$ cat src/rtl/msp430_dbg_brk_ctrl.sv
// Debug-side breakpoint controller: host register decode for four breakpoint units plus the CPU halt/run/step FSM.
// Optional single-step support is enabled by defining DBG_BRK_ISTEP_EN.
module msp430_dbg_brk_ctrl (
  input  logic        dbg_clk,
  input  logic        dbg_rst,
  input  logic [5:0]  dbg_addr,
  input  logic [15:0] dbg_din,
  input  logic        dbg_wr,
  input  logic        dbg_rd,
  output logic [15:0] dbg_dout,
  output logic [15:0] brk_reg_wr,
  output logic [15:0] brk_reg_rd,
  input  logic [63:0] brk_dout,
  input  logic [3:0]  brk_halt,
  input  logic [3:0]  brk_pnd,
  input  logic        decode_noirq,
  input  logic        cpu_halted,
  output logic        cpu_halt_cmd,
  output logic        dbg_halt_st
);

  typedef enum logic [1:0] {
    ST_RUN       = 2'd0,
    ST_HALT_WAIT = 2'd1,
    ST_HALTED    = 2'd2,
    ST_STEP      = 2'd3
  } state_e;

  localparam logic [1:0] CAUSE_NONE = 2'b00;
  localparam logic [1:0] CAUSE_HOST = 2'b01;
  localparam logic [1:0] CAUSE_BRK  = 2'b10;
  localparam logic [1:0] CAUSE_STEP = 2'b11;

  state_e      state_q, state_d;
  logic [1:0]  cause_q, cause_d;
  logic        hob_q, hob_d;
  logic [15:0] dout_q, dout_d;

  logic        brk_sel;
  logic        ctl_wr;
  logic        stat_wr;
  logic        cmd_halt;
  logic        cmd_run;
  logic        stat_clr;
  logic        brk_trig;
  logic [15:0] rd_data;
  logic [15:0] unit_sel;

  assign brk_sel  = (dbg_addr[5:4] == 2'b01);
  assign unit_sel = 16'(1) << dbg_addr[3:0];
  assign brk_reg_wr = (dbg_wr && brk_sel) ? unit_sel : 16'h0000;
  assign brk_reg_rd = (dbg_rd && brk_sel) ? unit_sel : 16'h0000;

  assign ctl_wr   = dbg_wr && (dbg_addr == 6'h00);
  assign stat_wr  = dbg_wr && (dbg_addr == 6'h01);
  assign cmd_halt = ctl_wr && dbg_din[0];
  assign cmd_run  = ctl_wr && dbg_din[1];
  assign stat_clr = stat_wr && (dbg_din[2:1] == 2'b11);
  assign brk_trig = hob_q && (|brk_halt);

`ifdef DBG_BRK_ISTEP_EN
  logic cmd_istep;
  assign cmd_istep = ctl_wr && dbg_din[2];
`else
  logic unused_noirq;
  assign unused_noirq = decode_noirq;
`endif

  logic unused_din;
  assign unused_din = ^dbg_din[15:4];

  always_comb begin
    state_d = state_q;
    cause_d = cause_q;
    hob_d   = hob_q;
    if (ctl_wr) hob_d = dbg_din[3];
    if (stat_clr) cause_d = CAUSE_NONE;
    case (state_q)
      ST_RUN: begin
        if (cmd_halt) begin
          state_d = ST_HALT_WAIT;
          cause_d = CAUSE_HOST;
        end else if (brk_trig) begin
          state_d = ST_HALT_WAIT;
          cause_d = CAUSE_BRK;
        end
      end
      ST_HALT_WAIT: begin
        if (cpu_halted) state_d = ST_HALTED;
      end
      ST_HALTED: begin
        // A write carrying both HALT and RUN keeps the CPU stopped.
        if (cmd_run && !cmd_halt) begin
          state_d = ST_RUN;
          cause_d = CAUSE_NONE;
`ifdef DBG_BRK_ISTEP_EN
        end else if (cmd_istep && !cmd_halt) begin
          state_d = ST_STEP;
`endif
        end
      end
      ST_STEP: begin
`ifdef DBG_BRK_ISTEP_EN
        if (brk_trig) begin
          state_d = ST_HALT_WAIT;
          cause_d = CAUSE_BRK;
        end else if (decode_noirq) begin
          state_d = ST_HALT_WAIT;
          cause_d = CAUSE_STEP;
        end
`else
        state_d = ST_RUN;
`endif
      end
      default: state_d = ST_RUN;
    endcase
  end

  always_comb begin
    rd_data = 16'h0000;
    if (dbg_addr == 6'h00) begin
      rd_data = {12'h000, hob_q, 3'b000};
    end else if (dbg_addr == 6'h01) begin
      rd_data = {8'h00, brk_pnd, |brk_pnd, cause_q, (state_q == ST_HALTED)};
    end else if (brk_sel) begin
      rd_data = brk_dout[{dbg_addr[3:2], 4'b0000} +: 16];
    end
  end

  assign dout_d = dbg_rd ? rd_data : dout_q;

  always_ff @(posedge dbg_clk or posedge dbg_rst) begin
    if (dbg_rst) begin
      state_q <= ST_RUN;
      cause_q <= CAUSE_NONE;
      hob_q   <= 1'b1;
      dout_q  <= 16'h0000;
    end else begin
      state_q <= state_d;
      cause_q <= cause_d;
      hob_q   <= hob_d;
      dout_q  <= dout_d;
    end
  end

  assign dbg_dout     = dout_q;
  assign cpu_halt_cmd = (state_q == ST_HALT_WAIT) || (state_q == ST_HALTED);
  assign dbg_halt_st  = (state_q == ST_HALTED);

endmodule
$ cat config.mk
export PLATFORM = sky130hd
export DESIGN_NAME = msp430_dbg_brk_ctrl
export DESIGN_NICKNAME = d
export VERILOG_FILES = /design/src/rtl/msp430_dbg_brk_ctrl.sv
export SDC_FILE = /design/constraint.sdc
export NUM_CORES = 1
export LEC_CHECK = 0
export BUFFER_PORTS_ARGS = -buffer_cell sky130_fd_sc_hd__buf_2
export CAP_MARGIN = 20
export CORE_ASPECT_RATIO = 1.2
export CORE_UTILIZATION = 38
export DETAILED_ROUTE_END_ITERATION = 7
export PLACE_DENSITY = 0.8
export SYNTH_ARGS = -nofsm -noshare
export SYNTH_HDL_FRONTEND = slang
export SYNTH_SLANG_ARGS = --single-unit
$ cat constraint.sdc
create_clock -name dbg_clk -period 2.4 [get_ports dbg_clk]
set_clock_uncertainty 0.2 [all_clocks]
set_input_delay 0.24 -clock dbg_clk [delete_from_list [all_inputs] [get_ports dbg_clk]]
set_output_delay 0.24 -clock dbg_clk [all_outputs]
set_load 0.005 [all_outputs]
==> flow_summary.rst, run 1 <==
.. list-table::
   :header-rows: 1

   * - Metric
     - Value
   * - Status
     - completed
   * - # H-tree levels
     - 1
   * - Routed Wire Length
     - 5.38 mm
   * - Final Max Slew Viols
     - 0
   * - Post-synthesis register bit count
     - 21
   * - Placeable Area
     - 4290 µm²
   * - Area growth syn-to-layout
     - 45.0%
   * - Worst EP required
     - 1.96 ns
   * - Vias in the first global route
     - 1874
   * - Avg WL per Cell
     - 14.3 µm
   * - Time the worst path needs with I/O delays and setup
     - 1.92 ns
   * - Biggest fanout along the worst timing path
     - 12
   * - Actual slew at the worst max-slew pin
     - 0.809 ns
   * - Gate count after technology mapping
     - 189
   * - Most frequently used cell type in the post-synthesis netlist
     - sky130_fd_sc_hd__nor2_1
   * - Netlist Area Pre-Place
     - 1730 µm²
   * - Num CTS Buffers
     - 3
   * - Remaining DRCs
     - 0
   * - Fraction of final layout cells with drive strength greater than 1
     - 52.3%
   * - Maximum buffer depth of the clock tree
     - 2
   * - Count of distinct cell types in the synthesized netlist
     - 37
   * - Highest achievable clock rate
     - 522 MHz
   * - Die footprint
     - 4820 µm²
   * - Count of buffers added by post-CTS timing repair for setup
     - 0
   * - Number of antenna violations at the first check in global routing
     - 0
   * - Final-layout setup total negative slack
     - 0 ns
   * - First-pass GRT wire length
     - 8.69 mm
   * - Via Count
     - 1953
   * - Critical path class
     - input port to primary output
   * - Max-slew headroom at the worst pin
     - 46.0%
   * - Element type at the critical path start
     - input port
   * - Total of warnings raised by yosys
     - 0
   * - Top-level port count
     - 150
   * - Average instance area after synthesis
     - 9.14 µm²
   * - Die boundary width
     - 63.5 µm
   * - Grt ovf
     - 0
   * - Largest voltage drop on the vdd net
     - 0.444 mV
   * - Final net count
     - 426
   * - Final Hold Viols
     - 0
   * - Minimum setup slack in the final design
     - 0.484 ns
   * - Number of placement rows
     - 26
   * - Number of standard cells in the final layout excluding fillers
     - 377
   * - CTS root buffer
     - sky130_fd_sc_hd__clkbuf_8
   * - Pin count of the biggest net entering global routing
     - 25
   * - Count of nets left with antenna violations after detail routing
     - 0
   * - HPWL after DPL
     - 4.32 mm
   * - Part of the cycle the worst path needs
     - 79.8%
   * - Lkg Pwr
     - 1.28 nW
   * - Power Dens Cells
     - 458 nW/µm²
   * - Count of flip-flops with a built-in enable after synthesis
     - 0
   * - Clock tree from TritonCTS
     - built
   * - Setup repair after global routing missed its margin
     - false
   * - Filler cells
     - 399
   * - Count of buffers inserted at the top-level ports
     - 136
   * - Top FF cell, synth
     - sky130_fd_sc_hd__dfrtp_1
   * - TritonCTS sink count
     - 21
   * - Ranking of synthesized cells by area
     - sky130_fd_sc_hd__dfrtp_1 29%, sky130_fd_sc_hd__mux4_2 21%, sky130_fd_sc_hd__nor2_1 8.0%, sky130_fd_sc_hd__nand2_1 3.3%, sky130_fd_sc_hd__a22oi_1 3.0%
   * - Starting Density
     - 40.2%
   * - Number of DRC violations after detailed-routing iteration 0
     - 98
   * - Data arrival at the endpoint of the critical path
     - 1.48 ns
   * - Clock latency on the worst-skew pair
     - 0.26 ns
   * - Worst setup slack after placement
     - 0.443 ns
   * - Portion of synthesized cell area occupied by the leading cell type
     - 29.0%
   * - Via/cell ratio
     - 5.18
   * - Worst setup EP type
     - primary output
   * - Worst-path clk slew
     - 0.08 ns
   * - Total design power
     - 0.00115 W
   * - Routability-driven placement congestion ratio
     - 0.831
   * - Max capacitance violation total
     - 0
   * - Cell taking the most area after synthesis
     - sky130_fd_sc_hd__dfrtp_1
   * - Gr usage total
     - 23.2%
   * - Share of synthesized flip-flops with an asynchronous set or reset
     - 100%
   * - Seq/Total Area, Yosys
     - 30.5%
   * - Class of the tightest hold or removal check
     - input port to flip-flop
   * - First-pass iteration count of the detailed router
     - 4
   * - Commonest cells post-synth
     - 37 x sky130_fd_sc_hd__nor2_1, 20 x sky130_fd_sc_hd__dfrtp_1, 16 x sky130_fd_sc_hd__mux4_2
   * - Final setup vio count
     - 0
   * - Minimum hold slack
     - 0.00311 ns
   * - Chip Height
     - 75.8 µm
   * - Number of placed instances, taps included
     - 372
   * - Number of inserted diodes
     - 0
   * - Number of nets produced by synthesis
     - 293
## what timing repair did
action / 4_1_cts / 5_1_grt
endpoints found under the hold margin: 20 / 0
hold buffers: 1 / 0
gates resized for setup: 0 / 0
endpoints found under the setup margin: 0 / 0
## worst max-delay path, cell delays in order
cell and delay, ns:
sky130_fd_sc_hd__buf_2 0.14, sky130_fd_sc_hd__nor2b_1 0.17, sky130_fd_sc_hd__and2_1 0.41, sky130_fd_sc_hd__nand3_1 0.24, sky130_fd_sc_hd__nor2_1 0.15, sky130_fd_sc_hd__buf_2 0.12
## final timing paths
kind / end / slack [ns] / startpoint / cells past startpoint
max: brk_reg_rd[7] / 0.48 / dbg_addr[4] / 6
min: hob_q$_DFFE_PP1N_ / 0.003 / dbg_din[3] / 2
max reg2reg: state_q[1]$_DFFE_PP0P_ / 0.53 / state_q[0]$_DFFE_PP0P_ / 6
min reg2reg: dbg_dout[14]$_DFFE_PP0P_ / 0.32 / dbg_dout[14]$_DFFE_PP0P_ / 2
max in group asynchronous: state_q[0]$_DFFE_PP0P_ / 1.03 / dbg_rst / 3
min in group asynchronous: dbg_dout[13]$_DFFE_PP0P_ / 0.47 / dbg_rst / 3
## power by group
part           total [W]  internal [W]  leakage, nW  switching, W
Sequential      0.000435      0.000403        0.269     0.0000321
Combinational   0.000468      0.000242        0.989      0.000226
Clock           0.000244      0.000117       0.0217      0.000126
## layout by cell type, fill, tap and decap left out, types with 2 or more instances in the layout
cell type / Yosys / routed
sky130_fd_sc_hd__o21ai_0: 10 / 10
sky130_fd_sc_hd__inv_1: 14 / 14
sky130_fd_sc_hd__mux4_2: 16 / 16
sky130_fd_sc_hd__buf_4: 0 / 5
sky130_fd_sc_hd__nor2_1: 37 / 37
sky130_fd_sc_hd__nor3_1: 5 / 5
sky130_fd_sc_hd__nand2b_1: 4 / 4
sky130_fd_sc_hd__ha_1: 4 / 4
sky130_fd_sc_hd__buf_2: 2 / 136
sky130_fd_sc_hd__a22oi_1: 7 / 7
sky130_fd_sc_hd__nand2_1: 15 / 15
sky130_fd_sc_hd__nand4b_1: 2 / 2
sky130_fd_sc_hd__o221ai_1: 2 / 2
sky130_fd_sc_hd__clkbuf_8: 0 / 3
sky130_fd_sc_hd__nand3_1: 4 / 4
sky130_fd_sc_hd__a21oi_1: 10 / 10
sky130_fd_sc_hd__dfrtp_1: 20 / 20
sky130_fd_sc_hd__nor2b_1: 5 / 5
sky130_fd_sc_hd__and2_1: 3 / 3
## final cells by class
type,count,area (µm²),area share [%]
tap,56,70.1,2.80
clock inverter,1,7.51,0.300
inverter,14,52.6,2.10
clock buffer,3,41.3,1.65
multi-input combinational,140,1080,43.0
timing repair buffer,142,728,29.1
sequential,21,527,21.0
## logic make-up after synthesis
| logic type | Yosys count | share of synthesized area (%) |
|---|---|---|
| adders and majority gates | 4 | 2.90 |
| DFF | 21 | 30.5 |
| AOI/OAI and AO/OA | 36 | 14.1 |
| buffers and inverters | 28 | 7.10 |
| and+or+nand+nor | 82 | 23.3 |
| muxes | 18 | 22.2 |
## through the flow
stage / cell area, µm² / utilization (%)
floorplan: 1730 / -
global placement: 2440 / 56.9
detailed placement: 2440 / 56.9
CTS: 2500 / 58.3
global route: 2500 / 58.3
finish: 2500 / 58.3
## sequential cells by signal, indices dropped and copies added, names as in the netlist
register	flops
cause_q	2
hob_q	1
dbg_dout	16
state_q	2
## metal layers
metal | part of all wire [%] | track usage [%] | vias up | wire length (µm)
met5 | 0 | 0 | - | 0
met4 | 1.6 | 9.60 | 0 | 85
met3 | 6.0 | 2.10 | 8 | 323
met2 | 53 | 44.1 | 88 | 2850
met1 | 39 | 26.9 | 913 | 2120
li1 | - | - | 944 | -
No activity file was read; power rests on OpenSTA's default activity.
==> inputs of run 2 (changes only) <==
Clock period 2.4 ns to 1.9 ns, I/O delays scaled along.
==> run 2 against run 1 <==
Net effect: core utilization is 2.1 points higher; global-route usage up 0.89 points; non-clock buffer count increased by 10; final cell count rose by 2.7%; wire length is 3.3% higher; die area stayed put; critical path type is now flip-flop to flip-flop; largest cell class unchanged; largest power group unchanged.
==> flow_summary.rst, run 2 (synthesized netlist as in run 1, its figures left out) <==
.. list-table::
   :header-rows: 1

   * - Metric
     - Value
   * - Critical path class
     - flip-flop to flip-flop (was input port to primary output)
   * - Number of placement rows
     - 26 (unchanged)
   * - Vias in the first global route
     - 1881 (was 1874)
   * - Clk pwr share
     - 20.4% (was 21.2%)
   * - Remaining DRCs
     - 0 (unchanged)
   * - TritonCTS sink count
     - 21 (unchanged)
   * - Num CTS Buffers
     - 3 (unchanged)
   * - Power Dens Cells
     - 581 nW/µm² (was 458 nW/µm²)
   * - Via/cell ratio
     - 5.16 (was 5.18)
   * - Internal portion of total power
     - 0.00101 W (was 0.000762 W)
   * - Maximum single-stage delay on the critical path
     - 0.40 ns (was 0.41 ns)
   * - Area growth syn-to-layout
     - 50.2% (was 45.0%)
   * - Worst setup slack after placement
     - 0.0232 ns (was 0.443 ns)
   * - Total net switching power
     - 0.000501 W (was 0.000384 W)
   * - Multi-input gate area
     - 1080 µm² (unchanged)
   * - Total design power
     - 0.00151 W (was 0.00115 W)
   * - Biggest fanout along the worst timing path
     - 4 (was 12)
   * - Top library cells by usage in the layout, fill and taps aside
     - 136 x sky130_fd_sc_hd__buf_2, 37 x sky130_fd_sc_hd__nor2_1, 20 x sky130_fd_sc_hd__dfrtp_1 (unchanged)
   * - Cells along the critical path
     - inv_1 > ha_1 > inv_1 > a41oi_2 > a221oi_2 > mux2_1 (was buf_2 > nor2b_1 > and2_1 > nand3_1 > nor2_1 > buf_2)
   * - Pin count of the biggest net entering global routing
     - 25 (unchanged)
   * - Number of antenna violations at the first check in global routing
     - 0 (unchanged)
   * - Final setup vio count
     - 0 (unchanged)
   * - Cell family with most CP delay
     - flip-flops (was simple AND/OR/NAND/NOR gates)
   * - Filler cells
     - 385 (was 399)
   * - # H-tree levels
     - 1 (unchanged)
   * - Most frequent standard cell in the layout excluding fill and tap cells
     - sky130_fd_sc_hd__buf_2 (unchanged)
   * - Starting Density
     - 40.2% (unchanged)
   * - Fraction of final layout cells with drive strength greater than 1
     - 53.5% (was 52.3%)
   * - Final Max Slew Viols
     - 0 (unchanged)
   * - Final net count
     - 436 (was 426)
   * - Reg power frac
     - 36.4% (was 37.9%)
   * - Comb power frac
     - 43.3% (was 40.8%)
   * - Clock latency on the worst-skew pair
     - 0.26 ns (about the same)
   * - Class of the tightest hold or removal check
     - input port to flip-flop (unchanged)
   * - Largest voltage drop on the vdd net
     - 0.486 mV (was 0.444 mV)
   * - Flip-flop count of the largest register after layout
     - 16 (unchanged)
   * - Grt ovf
     - 0 (unchanged)
   * - Time the worst path needs with I/O delays and setup
     - 1.83 ns
   * - Element type at the critical path start
     - flip-flop (was input port)
   * - Cell area after layout
     - 2590 µm² (was 2500 µm²)
   * - Worst-path clk slew
     - 0.08 ns (about the same)
   * - Maximum buffer depth of the clock tree
     - 2 (unchanged)
   * - Data arrival at the endpoint of the critical path
     - 1.78 ns (was 1.48 ns)
   * - Chip Height
     - 75.8 µm (unchanged)
   * - Final-layout setup total negative slack
     - 0 ns (unchanged)
   * - Fraction of the core area covered by cells at the end of the flow
     - 60.4% (was 58.3%)
   * - Fraction of power spent switching nets
     - 33.3% (was 33.5%)
   * - Setup repair after global routing missed its margin
     - false (unchanged)
   * - Count of buffers inserted at the top-level ports
     - 136 (unchanged)
   * - Top-level port count
     - 150 (unchanged)
   * - Die boundary width
     - 63.5 µm (unchanged)
   * - Status
     - completed (unchanged)
   * - Actual slew at the worst max-slew pin
     - 0.366 ns (was 0.809 ns)
   * - First-pass iteration count of the detailed router
     - 4 (unchanged)
   * - Worst setup EP type
     - flip-flop (was primary output)
   * - HPWL after DPL
     - 4.47 mm (was 4.32 mm)
   * - Number of inserted diodes
     - 0 (unchanged)
   * - Number of resized instances in the post-cts repair step
     - 0 (unchanged)
   * - Minimum setup slack in the final design
     - 0.0724 ns (was 0.484 ns)
   * - Avg WL per Cell
     - 14.4 µm (was 14.3 µm)
   * - Critical-path cell with the highest stage delay
     - sky130_fd_sc_hd__dfrtp_1 (was sky130_fd_sc_hd__and2_1)
   * - Count of nets left with antenna violations after detail routing
     - 0 (unchanged)
   * - Via Count
     - 1996 (was 1953)
   * - Routability-driven placement congestion ratio
     - 0.852 (was 0.831)
   * - Routed Wire Length
     - 5.56 mm (was 5.38 mm)
   * - DP Area
     - 2520 µm² (was 2440 µm²)
   * - Number of DRC violations after detailed-routing iteration 0
     - 94 (was 98)
   * - Max-slew headroom at the worst pin
     - 74.9% (was 46.0%)
   * - Final Hold Viols
     - 0 (unchanged)
   * - Highest achievable clock rate
     - 547 MHz
   * - Sequential Area
     - 527 µm² (unchanged)
   * - Die footprint
     - 4820 µm² (unchanged)
   * - Number of buffer and inverter stages on the critical path
     - 2 (unchanged)
   * - Placeable Area
     - 4290 µm² (unchanged)
   * - Part of the cycle the worst path needs
     - 96.2%
   * - Max capacitance violation total
     - 0 (unchanged)
   * - Worst EP required
     - 1.85 ns (was 1.96 ns)
   * - Cell occurring most often along the worst timing path
     - sky130_fd_sc_hd__inv_1 (was sky130_fd_sc_hd__buf_2)
   * - First-pass GRT wire length
     - 8.94 mm (was 8.69 mm)
   * - Clock tree from TritonCTS
     - built (unchanged)
   * - Lkg Pwr
     - 1.33 nW (was 1.28 nW)
   * - CTS root buffer
     - sky130_fd_sc_hd__clkbuf_8 (unchanged)
   * - Gr usage total
     - 24.1% (was 23.2%)
==> run 2: cell types whose count changed in the layout (fill, tap and decap cells not counted) <==
cell / delta
sky130_fd_sc_hd__buf_4: +8
sky130_fd_sc_hd__dlygate4sd3_1: +1
sky130_fd_sc_hd__buf_12: +1
==> run 2: area by class of cell <==
cell class,count,area share (%)
clock buffer,3,1.59
tap,56,2.70
inverter,14,2.03
sequential,21,20.3
multi-input combinational,140,41.5
clock inverter,1,0.289
timing repair buffer,152,31.5
==> run 2: through the flow <==
stage               hold WS [ns]  cells
global placement          0.0343    380
global route              0.0231    387
CTS                       0.0212    386
detailed placement        0.0380    380
floorplan                -0.0342    189
finish                    0.0242    387
==> run 2: layer usage <==
metal | wire (µm) | global-route usage, %
met3 | 269 | 2.40
met2 | 2970 | 45.5
met5 | 0 | 0
met1 | 2240 | 28.3
met4 | 80 | 9.34
==> run 2: tightest hold or removal path, delay by kind of cell <==
family                 cells  cell delay [ns]
and+or+nand+nor            1             0.07
buffers and inverters      1             0.13
AOI/OAI and AO/OA          1             0.06
==> run 2: timing repair <==
action	4_1_cts	5_1_grt
endpoints found under the setup margin	0	1
hold endpoints to repair	21	0
hold buffers	2	0
setup buffers	0	1
==> run 2: power by group through the flow <==
stage | logic (W) | clock network, W | registers [W]
2_1_floorplan | 0.000377 | 0 | 0.000552
3_3_place_gp | 0.000608 | 0 | 0.000554
3_5_place_dp | 0.000632 | 0 | 0.000557
4_1_cts | 0.000639 | 0.000315 | 0.000548
5_1_grt | 0.000713 | 0.000339 | 0.000554
6_report | 0.000651 | 0.000307 | 0.000547
==> run 2: final timing paths <==
kind	slack, ns	start	cells after the start	endpoint
worst max-delay path	0.07	state_q[0]$_DFFE_PP0P_	6	state_q[1]$_DFFE_PP0P_
worst min-delay path	0.02	dbg_din[0]	3	cause_q[0]$_DFF_PP0_
worst max register to register	0.07	state_q[0]$_DFFE_PP0P_	6	state_q[1]$_DFFE_PP0P_
worst min register to register	0.32	dbg_dout[15]$_DFFE_PP0P_	2	dbg_dout[15]$_DFFE_PP0P_
max in group asynchronous	0.93	dbg_rst	4	hob_q$_DFFE_PP1N_
min in group asynchronous	0.30	dbg_rst	4	dbg_dout[13]$_DFFE_PP0P_
==> inputs of run 3 (changes only) <==
Settings changed: ABC_AREA from default to 1, CAP_MARGIN 20 to 40, CORE_UTILIZATION 38 to 40, PLACE_DENSITY 0.8 to 0.81.
==> run 3 against run 2 <==
Net effect: first-iteration DRC count grew 48%; critical path type is now input port to primary output; wire length grew 12%; count of clock-buffer cells in the layout is the same; flip-flop and latch count is the same; core utilization shrank 1.4 points; global-route usage grew 0.14 points; area after synthesis grew 11%; non-clock buffer count shrank 6; worst hold slack lost 0.0065 ns; critical path depth shrank 2.
==> flow_summary.rst, run 3 <==
.. list-table::
   :header-rows: 1

   * - Metric
     - Value
   * - Status
     - completed (unchanged)
   * - Gr usage total
     - 24.2% (was 24.1%)
   * - Maximum single-stage delay on the critical path
     - 0.42 ns (was 0.40 ns)
   * - Count of buffers inserted at the top-level ports
     - 136 (unchanged)
   * - Routed Wire Length
     - 6.26 mm (was 5.56 mm)
   * - Clk pwr share
     - 21.1% (was 20.4%)
   * - Placeable Area
     - 4590 µm² (was 4290 µm²)
   * - Final net count
     - 547 (was 436)
   * - Num CTS Buffers
     - 3 (unchanged)
   * - Post-synthesis register bit count
     - 21 (unchanged)
   * - Top FF cell, synth
     - sky130_fd_sc_hd__dfrtp_1 (unchanged)
   * - Multi-input gate area
     - 1220 µm² (was 1080 µm²)
   * - Share of synthesized flip-flops with an asynchronous set or reset
     - 100% (unchanged)
   * - Worst setup EP type
     - primary output (was flip-flop)
   * - Highest achievable clock rate
     - 605 MHz (was 547 MHz)
   * - Data arrival at the endpoint of the critical path
     - 1.26 ns (was 1.78 ns)
   * - Top library cells by usage in the layout, fill and taps aside
     - 136 x sky130_fd_sc_hd__buf_2, 94 x sky130_fd_sc_hd__nand2_1, 53 x sky130_fd_sc_hd__nor2_1 (was 136 x sky130_fd_sc_hd__buf_2, 37 x sky130_fd_sc_hd__nor2_1, 20 x sky130_fd_sc_hd__dfrtp_1)
   * - Maximum buffer depth of the clock tree
     - 2 (unchanged)
   * - Biggest fanout along the worst timing path
     - 18 (was 4)
   * - First-pass iteration count of the detailed router
     - 4 (unchanged)
   * - Number of inserted diodes
     - 0 (unchanged)
   * - Die footprint
     - 5090 µm² (was 4820 µm²)
   * - Simple-gate share of the synthesized area
     - 50.7% (was 23.3%)
   * - Class of the tightest hold or removal check
     - input port to flip-flop (unchanged)
   * - Final Max Slew Viols
     - 0 (unchanged)
   * - Filler cells
     - 460 (was 385)
   * - Netlist Area Pre-Place
     - 1920 µm² (was 1730 µm²)
   * - Area growth syn-to-layout
     - 40.8% (was 50.2%)
   * - Power Dens Cells
     - 528 nW/µm² (was 581 nW/µm²)
   * - Count of buffers added by post-CTS timing repair for setup
     - 0 (unchanged)
   * - Clock tree from TritonCTS
     - built (unchanged)
   * - Actual slew at the worst max-slew pin
     - 0.547 ns (was 0.366 ns)
   * - Number of antenna violations at the first check in global routing
     - 0 (unchanged)
   * - Most frequently used cell type in the post-synthesis netlist
     - sky130_fd_sc_hd__nand2_1 (was sky130_fd_sc_hd__nor2_1)
   * - Sequential Area
     - 527 µm² (unchanged)
   * - Cell occurring most often along the worst timing path
     - sky130_fd_sc_hd__buf_2 (was sky130_fd_sc_hd__inv_1)
   * - Reg power frac
     - 38.2% (was 36.4%)
   * - Time the worst path needs with I/O delays and setup
     - 1.65 ns (was 1.83 ns)
   * - Number of nets produced by synthesis
     - 417 (was 293)
   * - Seq/Total Area, Yosys
     - 27.4% (was 30.5%)
   * - Clock latency on the worst-skew pair
     - 0.26 ns (about the same)
   * - Worst-path clk slew
     - 0.08 ns (about the same)
   * - Flip-flop count of the largest register after layout
     - 16 (unchanged)
   * - Fraction of power spent switching nets
     - 36.7% (was 33.3%)
   * - Critical path class
     - input port to primary output (was flip-flop to flip-flop)
   * - Gate count after technology mapping
     - 313 (was 189)
   * - Count of flip-flops with a built-in enable after synthesis
     - 0 (unchanged)
   * - Top-level port count
     - 150 (unchanged)
   * - Main combinational cell family by area after synthesis
     - simple AND/OR/NAND/NOR gates (unchanged)
   * - Average instance area after synthesis
     - 6.15 µm² (was 9.14 µm²)
   * - Setup repair after global routing missed its margin
     - false (unchanged)
   * - Ranking of synthesized cells by area
     - sky130_fd_sc_hd__dfrtp_1 26%, sky130_fd_sc_hd__nand2_1 18%, sky130_fd_sc_hd__nand3_1 11%, sky130_fd_sc_hd__nor2_1 10%, sky130_fd_sc_hd__o21ai_0 4.4% (was sky130_fd_sc_hd__dfrtp_1 29%, sky130_fd_sc_hd__mux4_2 21%, sky130_fd_sc_hd__nor2_1 8.0%, sky130_fd_sc_hd__nand2_1 3.3%, sky130_fd_sc_hd__a22oi_1 3.0%)
   * - TritonCTS sink count
     - 21 (unchanged)
   * - Remaining DRCs
     - 0 (unchanged)
   * - Most frequent standard cell in the layout excluding fill and tap cells
     - sky130_fd_sc_hd__buf_2 (unchanged)
   * - Lkg Pwr
     - 1.57 nW (was 1.33 nW)
   * - Part of the cycle the worst path needs
     - 87.0% (was 96.2%)
   * - Element type at the critical path start
     - input port (was flip-flop)
   * - Portion of synthesized cell area occupied by the leading cell type
     - 26.0% (was 29.0%)
   * - Largest voltage drop on the vdd net
     - 0.381 mV (was 0.486 mV)
   * - Chip Height
     - 78.0 µm (was 75.8 µm)
   * - Max-slew headroom at the worst pin
     - 63.4% (was 74.9%)
   * - Cells along the critical path
     - buf_2 > nand2_1 > nor2_1 > buf_2 (was inv_1 > ha_1 > inv_1 > a41oi_2 > a221oi_2 > mux2_1)
   * - Fraction of final layout cells with drive strength greater than 1
     - 37.6% (was 53.5%)
   * - Number of DRC violations after detailed-routing iteration 0
     - 139 (was 94)
   * - CTS root buffer
     - sky130_fd_sc_hd__clkbuf_8 (unchanged)
   * - Internal portion of total power
     - 0.000905 W (was 0.00101 W)
   * - Final setup vio count
     - 0 (unchanged)
   * - Total net switching power
     - 0.000526 W (was 0.000501 W)
   * - Via/cell ratio
     - 5.04 (was 5.16)
   * - Fraction of the core area covered by cells at the end of the flow
     - 59.0% (was 60.4%)
   * - Max capacitance violation total
     - 0 (unchanged)
   * - Number of placement rows
     - 27 (was 26)
   * - Via Count
     - 2521 (was 1996)
   * - Adder-cell share of the synthesized area
     - 2.60% (was 2.90%)
   * - Critical-path cell with the highest stage delay
     - sky130_fd_sc_hd__nand2_1 (was sky130_fd_sc_hd__dfrtp_1)
   * - Count of nets left with antenna violations after detail routing
     - 0 (unchanged)
   * - First-pass GRT wire length
     - 9.88 mm (was 8.94 mm)
   * - Total of warnings raised by yosys
     - 0 (unchanged)
   * - Vias in the first global route
     - 2293 (was 1881)
   * - HPWL after DPL
     - 4.69 mm (was 4.47 mm)
   * - Grt ovf
     - 0 (unchanged)
   * - Cell taking the most area after synthesis
     - sky130_fd_sc_hd__dfrtp_1 (unchanged)
   * - Commonest cells post-synth
     - 94 x sky130_fd_sc_hd__nand2_1, 53 x sky130_fd_sc_hd__nor2_1, 42 x sky130_fd_sc_hd__nand3_1 (was 37 x sky130_fd_sc_hd__nor2_1, 20 x sky130_fd_sc_hd__dfrtp_1, 16 x sky130_fd_sc_hd__mux4_2)
   * - Comb power frac
     - 40.6% (was 43.3%)
   * - Multiplexer share of the synthesized area
     - 0% (was 22.2%)
   * - Final Hold Viols
     - 0 (unchanged)
   * - Number of buffer and inverter stages on the critical path
     - 2 (unchanged)
   * - Count of distinct cell types in the synthesized netlist
     - 28 (was 37)
   * - Worst EP required
     - 1.51 ns (was 1.85 ns)
   * - Avg WL per Cell
     - 12.5 µm (was 14.4 µm)
   * - Pin count of the biggest net entering global routing
     - 25 (unchanged)
   * - Share of the synthesized netlist area taken by xor and xnor gates
     - 0% (unchanged)
   * - Starting Density
     - 41.9% (was 40.2%)
   * - # H-tree levels
     - 1 (unchanged)
   * - Compound-gate portion of the synthesized area
     - 10.2% (was 14.1%)
   * - Die boundary width
     - 65.3 µm (was 63.5 µm)
   * - Routability-driven placement congestion ratio
     - 0.854 (was 0.852)
   * - Final-layout setup total negative slack
     - 0 ns (unchanged)
   * - Cell family with most CP delay
     - simple AND/OR/NAND/NOR gates (was flip-flops)
## run 3: changes by cell type after synthesis, sizes merged, moves of 6 or more
cell	delta
buf	+13
nor2	+22
a21oi	-9
a22oi	-7
nand3	+42
o22ai	+7
mux4	-16
o21ai	+13
clkbuf	-6
nand2	+82
nand4	+9
## run 3: layer usage
layer	wire [µm]	track usage [%]
met1	2680	29.4
met2	3180	43.1
met3	311	3.24
met4	82	7.61
met5	0	0
## run 3: layout make-up
type | count | share of cell area [%]
multi-input cells | 253 | 45.1
repair buffers | 146 | 28.5
flip-flops and latches | 21 | 19.4
well taps | 58 | 2.68
inverters | 18 | 2.49
clock buffers | 3 | 1.52
clock inverters | 1 | 0.185
## run 3: cell families after synthesis
| logic type | Yosys count |
|---|---|
| AOI/OAI and AO/OA | 35 |
| adders and majority gates | 4 |
| buffers and inverters | 39 |
| DFF | 21 |
| and+or+nand+nor | 214 |
## run 3: power groups by stage
stage / sequential [W] / combinational [W] / clock, W
finish: 0.000547 / 0.000581 / 0.000302
CTS: 0.000547 / 0.000584 / 0.000310
global route: 0.000554 / 0.000662 / 0.000334
global placement: 0.000553 / 0.000565 / 0
floorplan: 0.000549 / 0.000363 / 0
detailed placement: 0.000554 / 0.000577 / 0
## run 3: tightest hold or removal path, stage by stage
cell	delay (ns)
sky130_fd_sc_hd__buf_2	0.14
sky130_fd_sc_hd__nand2_1	0.09
sky130_fd_sc_hd__a21oi_1	0.06
## run 3: what timing repair did
action,in CTS,in global routing
endpoints found under the hold margin,21,0
gates resized for setup,0,0
endpoints found under the setup margin,0,0
hold buffers,2,0
## run 3: worst paths after layout
| check | start | endpoint | slack [ns] | cells after the start |
|---|---|---|---|---|
| max | dbg_rd | brk_reg_rd[2] | 0.25 | 4 |
| min | dbg_wr | hob_q$_DFFE_PP1N_ | 0.02 | 3 |
| max reg2reg | state_q[1]$_DFFE_PP0P_ | state_q[1]$_DFFE_PP0P_ | 0.25 | 7 |
| min reg2reg | dbg_dout[7]$_DFFE_PP0P_ | dbg_dout[7]$_DFFE_PP0P_ | 0.28 | 2 |
| max in group asynchronous | dbg_rst | hob_q$_DFFE_PP1N_ | 0.93 | 4 |
| min in group asynchronous | dbg_rst | dbg_dout[0]$_DFFE_PP0P_ | 0.30 | 4 |
## run 3: per-stage QoR
step | cells | setup WS [ns] | total power [W] | hold WS, ns | instance area (µm²)
final | 500 | 0.248 | 0.00143 | 0.0176 | 2710
after global routing | 500 | 0.139 | 0.00155 | 0.0317 | 2710
after CTS | 500 | 0.248 | 0.00144 | 0.0167 | 2710
after detailed placement | 494 | 0.265 | 0.00113 | 0.0390 | 2640
after global placement | 494 | 0.299 | 0.00112 | 0.0366 | 2640
after floorplan | 313 | 0.424 | 0.000912 | -0.0342 | 1920
